`src/rtl/sweep_ctrl.sv`:
```
// Frequency-sweep controller: steps the DDS phase increment from START_FREQ to STOP_FREQ,
// holding each value DWELL_CYCLES clocks, in linear, sawtooth or triangle profiles.
module sweep_ctrl #(
   parameter logic [31:0] START_FREQ   = 32'h0000,
   parameter logic [31:0] STOP_FREQ    = 32'hFFFF,
   parameter logic [31:0] STEP         = 32'h0100,
   parameter int unsigned DWELL_CYCLES = 50_000,
   parameter string       MOD          = "linear",
   parameter logic [15:0] PHASE_OFFSET = 16'h0000
) (
   input  logic        clk,
   input  logic        rst,
   input  logic        i_start,
   input  logic        i_stop,
   output logic [15:0] o_pinc,
   output logic [15:0] o_poff,
   output logic        o_cfg_valid,
   output logic        o_running,
   output logic        o_done
);

   localparam logic [15:0] START16  = START_FREQ[15:0];
   localparam logic [15:0] STOP16   = STOP_FREQ[15:0];
   localparam logic [15:0] STEP16   = STEP[15:0];
   localparam logic [31:0] DWELL_M1 = DWELL_CYCLES - 1;
   localparam bit          IS_SAW   = (MOD == "saw");
   localparam bit          IS_TRI   = (MOD == "triangle");

   typedef enum logic [1:0] {IDLE, DWELL, DONE} state_t;

   state_t      state;
   logic [31:0] dwell_cnt;
   logic        dir_down;

   logic [16:0] up_sum;
   logic [16:0] down_floor;
   logic [15:0] up_next;
   logic [15:0] down_next;
   logic        at_stop;
   logic        at_start;
   logic [15:0] load_val;
   logic        load_down;
   logic        linear_end;

   assign o_poff = PHASE_OFFSET;

   // 17-bit sums keep the clamp and floor comparisons free of 16-bit wrap.
   always_comb begin
      up_sum     = {1'b0, o_pinc} + {1'b0, STEP16};
      up_next    = (up_sum > {1'b0, STOP16}) ? STOP16 : up_sum[15:0];
      down_floor = {1'b0, START16} + {1'b0, STEP16};
      down_next  = ({1'b0, o_pinc} < down_floor) ? START16 : (o_pinc - STEP16);
      at_stop    = (o_pinc == STOP16);
      at_start   = (o_pinc == START16);
      linear_end = !dir_down && at_stop && !IS_SAW && !IS_TRI;
      load_val   = up_next;
      load_down  = 1'b0;
      if (!dir_down && at_stop) begin
         load_val  = IS_TRI ? down_next : START16;
         load_down = IS_TRI;
      end else if (dir_down && !at_start) begin
         load_val  = down_next;
         load_down = 1'b1;
      end
   end

   always_ff @(posedge clk or posedge rst) begin
      if (rst) begin
         state       <= IDLE;
         o_pinc      <= START16;
         o_cfg_valid <= 1'b0;
         o_running   <= 1'b0;
         o_done      <= 1'b0;
         dwell_cnt   <= '0;
         dir_down    <= 1'b0;
      end else begin
         o_cfg_valid <= 1'b0;
         o_done      <= 1'b0;
         if (i_stop && state != IDLE) begin
            state     <= IDLE;
            o_running <= 1'b0;
         end else if (i_start && !i_stop) begin
            state       <= DWELL;
            o_pinc      <= START16;
            o_cfg_valid <= 1'b1;
            o_running   <= 1'b1;
            dwell_cnt   <= DWELL_M1;
            dir_down    <= 1'b0;
         end else begin
            case (state)
               IDLE: ;
               DWELL: begin
                  if (dwell_cnt != '0) begin
                     dwell_cnt <= dwell_cnt - 1;
                  end else if (linear_end) begin
                     state     <= DONE;
                     o_running <= 1'b0;
                     o_done    <= 1'b1;
                  end else begin
                     o_pinc      <= load_val;
                     o_cfg_valid <= 1'b1;
                     dwell_cnt   <= DWELL_M1;
                     dir_down    <= load_down;
                  end
               end
               DONE:    state <= IDLE;
               default: state <= IDLE;
            endcase
         end
      end
   end

endmodule

```
`config.mk`:
```
export PLATFORM = sky130hd
export DESIGN_NAME = sweep_ctrl
export DESIGN_NICKNAME = d
export VERILOG_FILES = /design/src/rtl/sweep_ctrl.sv
export SDC_FILE = /design/constraint.sdc
export NUM_CORES = 1
export LEC_CHECK = 0
export BUFFER_PORTS_ARGS = -buffer_cell sky130_fd_sc_hd__buf_4
export CAP_MARGIN = 20
export CORE_MARGIN = 2
export CORE_UTILIZATION = 60
export DETAILED_ROUTE_END_ITERATION = 16
export PLACE_DENSITY = 0.82
export REMOVE_ABC_BUFFERS = 1
export SYNTH_ARGS = -nofsm -noshare
export SYNTH_HDL_FRONTEND = slang
export SYNTH_SLANG_ARGS = --single-unit
```
`constraint.sdc`:
```
create_clock -name clk -period 9.7 [get_ports clk]
set_clock_uncertainty 0.15 [all_clocks]
set_input_delay 1.455 -clock clk [delete_from_list [all_inputs] [get_ports clk]]
set_output_delay 1.455 -clock clk [all_outputs]
set_load 0.1 [all_outputs]
```
==> Flow_metrics.wiki <==
{| class="wikitable"
! Metric !! Value
|-
| Reg clk slew, reported paths || 0.09 ns
|-
| Count of flip-flops with a built-in enable after synthesis || 0
|-
| Met1 track demand over resource || 34.8%
|-
| Number of vias after detailed routing || 2747
|-
| Detail-routed net length per standard cell || 15.4 um
|-
| Die boundary width || 75.7 um
|-
| Die ar. || 5730 um2
|-
| Final WS setup || 5.76 ns
|-
| Initial drt markers || 221
|-
| Layer with the highest usage after global routing || met2
|-
| Most instantiated flip-flop cell in the synthesis netlist || sky130_fd_sc_hd__dfrtp_1
|-
| Critical Path Source Type || register
|-
| Clock root buffer || sky130_fd_sc_hd__clkbuf_8
|-
| Layout cells sized above 1 || 11.7%
|-
| Area growth from synthesis to layout || 6.81%
|-
| Die H || 75.7 um
|-
| Number of gates resized after CTS || 0
|-
| Cell chain of the critical path || or4_1 > and4b_1 > nand3_1 > o31a_1 > inv_1 > a21oi_1 > a211oi_1
|-
| Crit path time final || 3.94 ns
|-
| Number of antenna violations at the first check in global routing || 0
|-
| Clock network fraction of total power || 36.8%
|-
| Maximum count of clock buffers along a single path || 2
|-
| Residual overflow from global routing || 0
|-
| Total clock buffers created by CTS || 5
|-
| Per-cell via count in the routed design || 6.27
|-
| Type of destination of the critical path || register
|-
| IR drop worst, VDD || 76.7 uV
|-
| Switching power share of the total || 29.0%
|-
| Leak pwr || 0.00132 uW
|-
| Max-slew headroom || 35.6%
|-
| Row cnt || 26
|-
| Kind of path behind the tightest hold check || reg2reg
|-
| Delay of the slowest cell on the worst path || 0.79 ns
|-
| Number of search-and-repair iterations in the first detailed-routing pass || 5
|-
| Overall global routing resource usage || 25.5%
|-
| Mean instance size in the synthesized netlist || 8.55 um2
|-
| Number of setup buffers added after CTS || 0
|-
| Number of filler cells placed in the layout || 428
|-
| Clock tree sinks || 47
|-
| Final number of max-transition violations || 0
|-
| Setup repair after global routing missed its margin || no
|-
| Worst hold slack across all endpoints || 0.357 ns
|-
| Power share of the sequential group || 49.4%
|-
| I/O pin cnt || 39
|-
| CP Data Arrival Time || 4.00 ns
|-
| Placed cell count || 427
|-
| Async S/R FF share, synth || 100%
|-
| Total of warnings raised by yosys || 0
|-
| Final RePlAce weighted congestion || 0.915
|-
| Detailed placement HPWL || 4710 um
|-
| Sequential-to-total area share from yosys stat || 38.1%
|-
| Number of buffer cells added on primary ports || 22
|-
| Setup TNS || 0 ns
|-
| Cell Int Power || 290 uW
|-
| Hold Vio Cnt, Final || 0
|-
| Diode insertion count for antenna repair || 0
|-
| GR Util met2 || 40.7%
|-
| Worst EP required || 9.76 ns
|-
| Maximum frequency from static timing analysis || 0.254 GHz
|-
| Hold buffers post-CTS || 0
|-
| Most common library cells after synthesis || 47 x sky130_fd_sc_hd__dfrtp_1, 27 x sky130_fd_sc_hd__nand2_1, 25 x sky130_fd_sc_hd__o21ai_0, 24 x sky130_fd_sc_hd__a21oi_1, 23 x sky130_fd_sc_hd__buf_4
|-
| Core area || 5040 um2
|-
| Global-route wire length before repair || 11200 um
|-
| CP Class || reg2reg
|-
| Insertion delay of the later-clocked pin in the worst-skew pair || 0.30 ns
|-
| Dpl ws || 5.81 ns
|-
| Maximum fanout along the worst path || 30
|-
| Slew of the pin with the lowest slew margin || 0.964 ns
|-
| # nets final || 376
|-
| Final routed DRC violation total || 0
|-
| Biggest area consumer among synthesized cells || sky130_fd_sc_hd__dfrtp_1
|-
| Ratio of total power to cell area || 124 nW/um2
|-
| Vias in the first global route || 2389
|-
| Synthesized netlist cell count || 361
|-
| Part of the total power dissipated in combinational logic || 13.8%
|-
| Total standard cell area after synthesis || 3090 um2
|-
| Total number of H-tree levels || 2
|-
| Final clock period utilization by the worst path || 40.6%
|-
| Clock tree from TritonCTS || built
|-
| Most instantiated library cell after synthesis || sky130_fd_sc_hd__dfrtp_1
|-
| Max-capacitance violation count || 0
|-
| Reported net switching power || 118 uW
|-
| Register bit count reported by yosys || 47
|-
| Top post-synthesis cells by area || sky130_fd_sc_hd__dfrtp_1 38%, sky130_fd_sc_hd__buf_4 5.6%, sky130_fd_sc_hd__o21ai_0 4.1%, sky130_fd_sc_hd__a21oi_1 3.9%, sky130_fd_sc_hd__or4_1 3.6%
|-
| Slowest-stage cell, CP || sky130_fd_sc_hd__inv_1
|-
| Outcome || finished clean
|-
| Library cells used by synthesis || 54
|-
| Overall routed net length || 6760 um
|-
| DRT antenna net count || 0
|-
| Met3 usage || 4.37%
|-
| Area post-placement || 3150 um2
|-
| Share of the synthesized area in the top cell type || 38.1%
|-
| Final non-filler cell area || 3300 um2
|-
| Starting density of the core || 61.2%
|-
| # setup viols final || 0
|-
| Count of non-filler cells in the finished layout || 438
|-
| Pin count of the biggest net entering global routing || 48
|}
kinds of logic after synthesis:
kind of cell             after synthesis  share of synthesized area, %
AND/OR/NAND/NOR                      149                          27.0
multiplexers                           2                         0.649
AO/OA/AOI/OAI                         89                          18.2
adder cells (fa/ha/maj)                5                          2.03
flip-flops                            47                          38.1
buffers and inverters                 53                          9.57
other                                  1                         0.122
XOR/XNOR                              15                          4.26
critical path: cells and delay by family (launching register included):
family / cells / cell delay [ns]
and+or+nand+nor: 3 / 1.37
DFF: 1 / 0.44
AOI/OAI and AO/OA: 3 / 1.08
buffers and inverters: 1 / 0.79
stage by stage:
step                      power (uW)  util (%)
after CTS                        409      64.8
after detailed placement         261      62.4
after floorplan                  252         -
after global routing             421      65.4
after global placement           259      62.4
final                            408      65.4
layer usage:
metal | share of wire (%) | up-vias
li1 | - | 1297
met2 | 47 | 110
met5 | 0 | -
met3 | 6.0 | 17
met1 | 44 | 1323
met4 | 2.4 | 0
worst paths after layout:
check | from | endpoint | slack (ns) | depth (start not counted)
setup / recovery | dwell_cnt[24]$_DFFE_PP0P_ | o_pinc[6]$_DFFE_PP0P_ | 5.76 | 7
hold / removal | o_running$_DFFE_PP0P_ | o_running$_DFFE_PP0P_ | 0.36 | 1
setup reg to reg | dwell_cnt[24]$_DFFE_PP0P_ | o_pinc[6]$_DFFE_PP0P_ | 5.76 | 7
hold reg to reg | o_running$_DFFE_PP0P_ | o_running$_DFFE_PP0P_ | 0.36 | 1
max in group asynchronous | rst | dwell_cnt[29]$_DFFE_PP0P_ | 8.15 | 3
min in group asynchronous | rst | state[0]$_DFFE_PP0P_ | 0.84 | 2
area by class of cell:
cell class              instances  area, um2  share of cell area [%]
clock buffers                   6       82.6                    2.51
well taps                      70       87.6                    2.66
multi-input cells             276       1670                    50.7
flip-flops and latches         47       1180                    35.7
repair buffers                 26        203                    6.15
clock inverters                 2       35.0                    1.06
inverters                      11       41.3                    1.25
power groups by stage:
stage               registers, uW  logic, uW  clock network [uW]
finish                        202       56.2                 150
global route                  202       60.0                 158
CTS                           202       55.0                 152
detailed placement            206       55.0                   0
global placement              205       53.8                   0
floorplan                     211       40.9                   0
layout by cell type (no fill, tap or decap), types with 8 or more instances in the layout:
cell type	netlist	routed
sky130_fd_sc_hd__nand3_1	11	11
sky130_fd_sc_hd__nor4_1	12	12
sky130_fd_sc_hd__o211ai_1	10	10
sky130_fd_sc_hd__a21oi_1	24	24
sky130_fd_sc_hd__or4_1	15	15
sky130_fd_sc_hd__nand2_1	27	27
sky130_fd_sc_hd__inv_1	11	10
sky130_fd_sc_hd__nor2_1	19	19
sky130_fd_sc_hd__or3_1	14	14
sky130_fd_sc_hd__buf_4	23	23
sky130_fd_sc_hd__nor3_1	15	15
sky130_fd_sc_hd__dfrtp_1	47	47
sky130_fd_sc_hd__nand2b_1	8	8
sky130_fd_sc_hd__xor2_1	12	12
sky130_fd_sc_hd__conb_1	1	16
sky130_fd_sc_hd__o21ai_0	25	25
registers in the layout (all words and copies together) (netlist names):
signal / cells
dir_down: 1
state: 2
o_done: 1
dwell_cnt: 32
o_pinc: 9
o_cfg_valid: 1
o_running: 1
Power figures use the tool's default switching activity.
